`config.mk`:
```
export PLATFORM = sky130hd
export DESIGN_NAME = reg_file
export DESIGN_NICKNAME = d
export VERILOG_FILES = /design/src/rtl/riscv_pkg.sv /design/src/rtl/reg_scoreboard.sv /design/src/rtl/reg_file.sv
export SDC_FILE = /design/constraint.sdc
export NUM_CORES = 2
export LEC_CHECK = 0
export ABC_CLOCK_PERIOD_IN_PS = 5600
export CELL_PAD_IN_SITES_DETAIL_PLACEMENT = 0
export CELL_PAD_IN_SITES_GLOBAL_PLACEMENT = 1
export CORE_MARGIN = 4
export CORE_UTILIZATION = 55
export DETAILED_ROUTE_END_ITERATION = 8
export MAX_ROUTING_LAYER = met4
export PLACE_DENSITY_LB_ADDON = 0.1
export SLEW_MARGIN = 20
export SYNTH_ARGS = -nofsm -noshare
export SYNTH_HDL_FRONTEND = slang
export SYNTH_HIERARCHICAL = 1
export SYNTH_SLANG_ARGS = --single-unit
```
`constraint.sdc`:
```
create_clock -name clk -period 5.6 [get_ports clk]
set_input_delay 0.84 -clock clk [delete_from_list [all_inputs] [get_ports clk]]
set_output_delay 0.84 -clock clk [all_outputs]
set_load 0.05 [all_outputs]
```
`src/rtl/riscv_pkg.sv`:
```
// Shared RISC-V core parameters and small helpers used by the register file.
package riscv_pkg;

   localparam int XLEN   = 32;
   localparam int REG_AW = 5;
   localparam int NREG   = 32;
   localparam int NADDR  = 1 << REG_AW;

   typedef logic [REG_AW-1:0] reg_addr_t;

   function automatic logic [NADDR-1:0] reg_onehot(input reg_addr_t a);
      logic [NADDR-1:0] v;
      v    = '0;
      v[a] = 1'b1;
      return v;
   endfunction

endpackage

```
`src/rtl/reg_scoreboard.sv`:
```
// Pending-write scoreboard: busy marks, set/clear/flush and issue hazard.
// REG_FILE_BYPASS_EN lets a same-cycle commit hide its busy mark from the hazard check.
module reg_scoreboard
   import riscv_pkg::*;
#(
   parameter int NREG = riscv_pkg::NREG
) (
   input  logic            clk,
   input  logic            rst_n,
   input  logic            commit,
   input  reg_addr_t       wb_rd,
   input  reg_addr_t       rs1_addr,
   input  reg_addr_t       rs2_addr,
   input  logic            rs1_use,
   input  logic            rs2_use,
   input  logic            iss_valid,
   input  reg_addr_t       iss_rd,
   input  logic            flush,
   output logic            hazard,
   output logic [NREG-1:0] busy_vec
);

   logic [NREG-1:0]  busy_q, busy_d;
   logic [NREG-1:0]  clr_vec, set_vec, busy_eff;
   logic [NADDR-1:0] clr_full, set_full, beff_full;
   logic             issue;

   always_comb begin
      clr_full = commit ? reg_onehot(wb_rd) : '0;
      clr_vec  = clr_full[NREG-1:0];

`ifdef REG_FILE_BYPASS_EN
      busy_eff = busy_q & ~clr_vec;
`else
      busy_eff = busy_q;
`endif

      // Zero-extend so any 5-bit address indexes safely even when NREG < 32.
      beff_full           = '0;
      beff_full[NREG-1:0] = busy_eff;

      hazard = (rs1_use   & beff_full[rs1_addr]) |
               (rs2_use   & beff_full[rs2_addr]) |
               (iss_valid & beff_full[iss_rd]);

      issue    = iss_valid & ~hazard & (iss_rd != '0) & ~flush;
      set_full = issue ? reg_onehot(iss_rd) : '0;
      set_vec  = set_full[NREG-1:0];

      // Set is applied after clear so a same-cycle issue keeps its mark.
      if (flush) busy_d = '0;
      else       busy_d = (busy_q & ~clr_vec) | set_vec;
      busy_d[0] = 1'b0;
   end

   always_ff @(posedge clk or negedge rst_n) begin
      if (!rst_n) busy_q <= '0;
      else        busy_q <= busy_d;
   end

   assign busy_vec = busy_q;

endmodule

```
`src/rtl/reg_file.sv`:
```
// Architectural integer register file (x0 hard-wired zero) with write-back scoreboard.
// Define REG_FILE_BYPASS_EN to forward same-cycle write-back data to the read ports.
module reg_file
   import riscv_pkg::*;
#(
   parameter int XLEN = riscv_pkg::XLEN,
   parameter int NREG = riscv_pkg::NREG
) (
   input  logic            clk,
   input  logic            rst_n,
   input  logic            wb_en,
   input  logic            wb_stall,
   input  reg_addr_t       wb_rd,
   input  logic [XLEN-1:0] wb_data,
   input  reg_addr_t       rs1_addr,
   input  reg_addr_t       rs2_addr,
   input  logic            rs1_use,
   input  logic            rs2_use,
   output logic [XLEN-1:0] rs1_data,
   output logic [XLEN-1:0] rs2_data,
   input  logic            iss_valid,
   input  reg_addr_t       iss_rd,
   input  logic            flush,
   output logic            hazard,
   output logic [NREG-1:0] busy_vec
);

   logic [XLEN-1:0] regs [NREG];
   logic            commit;

   // A stalled write-back stage is ignored entirely.
   assign commit = wb_en & ~wb_stall & (wb_rd != '0) & (int'(wb_rd) < NREG);

   always_ff @(posedge clk or negedge rst_n) begin
      if (!rst_n) begin
         for (int i = 0; i < NREG; i++) regs[i] <= '0;
      end else if (commit) begin
         regs[wb_rd] <= wb_data;
      end
   end

   always_comb begin
      rs1_data = '0;
      rs2_data = '0;
      if (rs1_addr != '0 && int'(rs1_addr) < NREG) rs1_data = regs[rs1_addr];
      if (rs2_addr != '0 && int'(rs2_addr) < NREG) rs2_data = regs[rs2_addr];
`ifdef REG_FILE_BYPASS_EN
      if (commit && wb_rd == rs1_addr) rs1_data = wb_data;
      if (commit && wb_rd == rs2_addr) rs2_data = wb_data;
`endif
   end

   reg_scoreboard #(.NREG(NREG)) u_sb (
      .clk       (clk),
      .rst_n     (rst_n),
      .commit    (commit),
      .wb_rd     (wb_rd),
      .rs1_addr  (rs1_addr),
      .rs2_addr  (rs2_addr),
      .rs1_use   (rs1_use),
      .rs2_use   (rs2_use),
      .iss_valid (iss_valid),
      .iss_rd    (iss_rd),
      .flush     (flush),
      .hazard    (hazard),
      .busy_vec  (busy_vec)
   );

endmodule

```
## After elaboration in Yosys (flattened, before gate mapping)

Cells that the tools add are included.

- Add/sub/neg operators: 0
- Multiply operators: 0
- Div/mod/pow operators: 0
- Magnitude comparators: 10
- Eq/ne operators: 0
- Shift-type cells: 0
- Multiplexer cells: 24
- Bitwise gates (word level): 19
- Reductions and logical operators: 7

Operator list:

| kind | count |
|---|---|
| bitwise mux 1024 bit | 1 |
| binary-select mux 32 bit (select 5 bit) | 2 |
| 2-to-1 mux 32 bit | 10 |
| demux 32 bit (select 5 bit) | 1 |
| AND 32 bit | 1 |
| inverter 32 bit | 1 |
| OR 32 bit | 1 |
| less-than comparator 5 x 6 -> 1 bit (second input constant) | 4 |
| nonzero test 5 bit | 4 |
| greater-or-equal comparator 6 bit (second input constant) | 3 |
| inverter 5 -> 6 bit | 3 |
| binary-select mux 1 bit (select 5 bit) | 3 |
| demux 1 bit (select 5 bit) | 2 |
| greater-or-equal comparator 5 x 1 -> 1 bit (second input constant) | 2 |
| AND 1 bit | 8 |
| less-than comparator 6 x 1 -> 1 bit (second input constant) | 1 |
| 2-to-1 mux 1 bit | 5 |
| logical AND 1 bit | 3 |
| inverter 1 bit | 3 |
| OR 1 bit | 2 |

- Register bits: 1055
- Bits in latches: 0
- RAM bits: 0
- Memory bits (read-only): 0
- Logic and storage cells: 93
- Memories kept: 0

## Depth between registers and ports, before layout

- Depth after elaboration: 12
- Mapped depth: 9
- Gate-level depth less buffers: 7

## Modules after synthesis

Netlist, hierarchy kept.

Modules (own cells, without submodules):

| module | times used | cells each | area each (µm²) | sequential area each (µm²) |
|---|---|---|---|---|
| reg_file | 1 | 3533 | 54134.4 | 25624.6 |
| reg_scoreboard | 1 | 291 | 2737.6 | 775.7 |

## Least setup slack after synthesis

OpenSTA, ideal clock, no wires.

- Kind: input -> output
- Start point: input port rs2_addr[2]
- End point: output port rs2_data[30]
- Data arrival time: 3.603 ns
- Path slack: 1.157 ns
- Stages on the path: 7
- Path buffers: 3
- Path through: buf_2 -> buf_2 -> buf_1 -> nor2_1 -> a22oi_1 -> a31oi_1 -> a2111oi_1

- Cells in the longest elaborated chain, start to end: 5

RTL lines:

| element | line | RTL |
|---|---|---|
| from (decl) | reg_file.sv:16 | `input reg_addr_t rs2_addr,` |
| inverter 5 -> 6 bit (not written as such) | reg_file.sv:46 | `if (rs2_addr != '0 && int'(rs2_addr) < NREG) rs2_data = regs[rs2_addr];` |
| binary-select mux 32 bit (select 5 bit) | reg_file.sv:46 |  |
| 2-to-1 mux 32 bit (not written as such) (2 in series) | reg_file.sv:46 |  |
| 2-to-1 mux 32 bit * | reg_file.sv:46 |  |
| to (decl) | reg_file.sv:20 | `output logic [XLEN-1:0] rs2_data,` |

Every way passes the cells marked *; elsewhere a longest branch is shown, timed or not. The select of a mux whose other input is x is not followed.

## Final worst setup path

- Start point: input port rs2_addr[3]
- End point: output port rs2_data[16]

Same word-level chain as after synthesis.

==> results.py <==
metrics = {
    "outcome": {
        "status": "finished clean",
    },
    "clock_tree": {
        "numClockSinks": 1055,
        "cts.repair.resized": 0,
        "post_cts_buffers": 0,
        "cts_tree": "built",
        "cts_buffer_depth": 3,
        "cts_root_buf": "clkbuf_16",
        "htree_levels": 3,
        "path_clk_slew_ps": 60,
        "cts_hold_buf": 0,
        "numCtsBuffers": 115,
        "clk_latency_ps": 690,
    },
    "die": {
        "core_um2": 102000,
        "io_pins": 157,
        "rows": 117,
        "die_h_um": 330,
        "start_util_pct": 55.7,
        "dieArea_um2": 109000,
        "die_w_um": 330,
    },
    "yosys": {
        "synth_mux_area_share_pct": 42.5,
        "synthTopCellsByArea": "dfrtp_1 (46%), mux2_2 (20%), mux4_2 (19%)",
        "synth-seq-cells": 1055,
        "yosys_warnings": 6,
        "synth_fp_nets": 3884,
        "yosysTopAreaCell": "dfrtp_1",
        "synth_compound_area_share_pct": 4.40,
        "synth_top_family_by_area": "multiplexers",
        "ys_types": 59,
        "syn_area_per_cell_um2": 14.9,
        "ys_seq_area_share_pct": 46.4,
        "async_reset_ff_share_pct": 100,
        "synthesis.area_um2": 56900,
        "synth_xor_area_share_pct": 0,
        "yosys.area_share.simple_pct": 2.99,
        "synth_fa_ha_area_share_pct": 0,
        "syn_inst": 3824,
        "yosysTopAreaCellShare_pct": 46.4,
        "synth_flop_cell": "dfrtp_1",
        "synth_edf_count": 0,
    },
    "timing": {
        "rsz0062_at_grt": "false",
        "setup_viol": 0,
        "final.setup.tns_ps": 0,
        "fmax_mhz": 193,
        "slew_violations": 0,
        "fin_crit_sh_pct": 92.4,
        "hold_viol": 0,
        "period_needed_ps": 5170,
        "clock_skew_ps": 9.57,
        "slew_headroom_pct": 11.9,
        "worst_pin_slew_ps": 1310,
    },
    "route": {
        "vias": 37800,
        "drc": 0,
        "ant_nets": 0,
        "wl_per_cell_um": 36.3,
        "first_iter_violations": 4301,
        "vias_per_cell": 7.18,
        "dr.pass1.iters": 5,
        "drt_wl_total_um": 191000,
    },
    "critical_path": {
        "crit_path_start_kind": "input pin",
        "r2r-end": "u_sb/busy_vec[31]",
        "required_ps": 4760,
        "path_class": "in2out",
        "r2r_slack_ps": 2810,
        "end_kind": "output port",
        "arrival_ps": 4330,
        "regToRegStartpoint": "u_sb/busy_vec[23]",
        "r2r_cells": 6,
        "path_max_fanout": 29,
    },
    "final_layout": {
        "drive_above_1_share_pct": 51.0,
        "area_growth_syn_to_layout_pct": 11.9,
        "final_core_util_pct": 62.3,
        "fin_nets": 3859,
    },
    "place": {
        "dpl.hpwl_um": 117000,
        "place_congestion": 0.890,
        "port-buffer-count": 155,
    },
    "pwr": {
        "power_density_nw_per_um2": 329,
        "ir_drop_mv": 0.259,
        "cellLeakagePower_nw": 28.1,
    },
    "global_route": {
        "grt_pass1_wl_um": 282000,
        "track_usage_pct": 36.7,
        "grt_pass1_vias": 39900,
        "grt_max_degree": 149,
        "grt_overflow": 0,
        "antenna_found_initial": 11,
    },
    "min_path": {
        "hold_class": "in2async",
    },
    "job": {
        "maxCapViolCount": 0,
    },
}
worst max-delay path by stage:
| stage | startpoint | endpoint | slack [ps] | cells past startpoint |
|---|---|---|---|---|
| global placement | rs2_addr[3] | rs2_data[28] | 570 | 9 |
| global route | rs2_addr[3] | rs2_data[28] | 470 | 9 |
| finish | rs2_addr[3] | rs2_data[16] | 430 | 8 |
| detailed placement | rs2_addr[3] | rs2_data[28] | 580 | 9 |
| floorplan | rs2_addr[2] | rs2_data[30] | 1160 | 7 |
| CTS | rs2_addr[3] | rs2_data[28] | 580 | 9 |
Yosys cell counts (3+ instances only):
| cell type | n |
|---|---|
| buf_6 | 20 |
| dfrtp_1 | 1055 |
| nor2_1 | 30 |
| mux2_1 | 13 |
| nand3_1 | 31 |
| a21oi_1 | 13 |
| nand2_1 | 67 |
| clkbuf_1 | 234 |
| mux2i_1 | 163 |
| o22ai_1 | 83 |
| buf_2 | 101 |
| nor2b_1 | 43 |
| and3_1 | 4 |
| a32o_1 | 4 |
| a22oi_1 | 18 |
| a211oi_1 | 45 |
| nor3_1 | 67 |
| a22o_1 | 52 |
| a2111oi_0 | 28 |
| nand2b_1 | 14 |
| o221ai_1 | 27 |
| o21ai_0 | 20 |
| mux2_2 | 1025 |
| or3b_2 | 3 |
| and2_1 | 6 |
| buf_4 | 35 |
| nand3b_1 | 22 |
| nor3b_1 | 6 |
| buf_1 | 45 |
| nor4_1 | 6 |
| o21ai_2 | 30 |
| or2_2 | 3 |
| mux4_1 | 6 |
| mux4_2 | 475 |
routing by layer:
| layer | wire (µm) | track usage, % |
|---|---|---|
| met5 | 0 | - |
| met4 | 7570 | 12.2 |
| met3 | 17300 | 8.45 |
| met2 | 88300 | 54.9 |
| met1 | 78000 | 50.3 |
stage by stage:
step / total power, mW / setup WS [ps] / std cells / instance area (µm²) / hold slack [ps]
finish: 21.0 / 427 / 5267 / 63600 / 51.6
global placement: 13.0 / 575 / 5049 / 59700 / 377
CTS: 21.0 / 582 / 5256 / 63600 / 317
detailed placement: 13.2 / 579 / 5049 / 59700 / 384
global route: 21.7 / 473 / 5267 / 63600 / 50.7
floorplan: 11.9 / 1160 / 3824 / 56900 / 441
layout by cell type, fill, tap and decap left out, types with 13 or more instances in the layout:
cell,instances
mux4_2,475
dfrtp_1,1055
buf_12,43
a211oi_1,45
nor2_4,15
clkbuf_16,118
o22ai_1,83
buf_4,159
mux2i_1,163
clkdlybuf4s50_1,80
nor2_1,15
nand2b_1,14
o21ai_0,20
a2111oi_0,28
nand3_1,24
mux2_2,1025
clkbuf_8,29
o21ai_2,30
nor3_1,67
a22o_1,52
nand2_1,58
a22oi_1,18
a21oi_1,13
o221ai_1,27
nor2b_1,41
clkinv_2,20
nand3b_1,22
clkbuf_1,24
mux2_1,13
sequential cells by signal (all words and copies together), names as in the netlist:
signal,cells
regs,1024
u_sb/busy_vec,31
critical path, stage by stage:
cell and delay (ps):
clkdlybuf4s50_1 980, buf_12 240, and2_4 640, buf_4 320
a22o_1 180, a2111oi_0 70, nor3_1 670, buf_4 340
power breakdown:
group	switching, mW	leakage (nW)	total (mW)	internal [mW]
Clock	3.20	1.92	7.85	4.65
Combinational	1.78	12.1	3.76	1.98
Sequential	0.763	14.1	9.35	8.59
cell type report:
type,count,area (µm²)
multi-input combinational,2329,28600
fill,7605,38500
clock buffer,169,3410
clock inverter,38,473
inverter,1,3.75
timing repair buffer,297,3020
tap,1368,1710
antenna,10,25.0
sequential,1055,26400
kinds of logic (layout without fill, tap and decap cells):
family	count (synthesis)	count (layout)
simple gates	314	314
other cells	1	11
flops	1055	1055
mux	1682	1682
compound gates	332	332
buf+inv	440	505
Note: power is estimated with default switching activity, not from simulation.
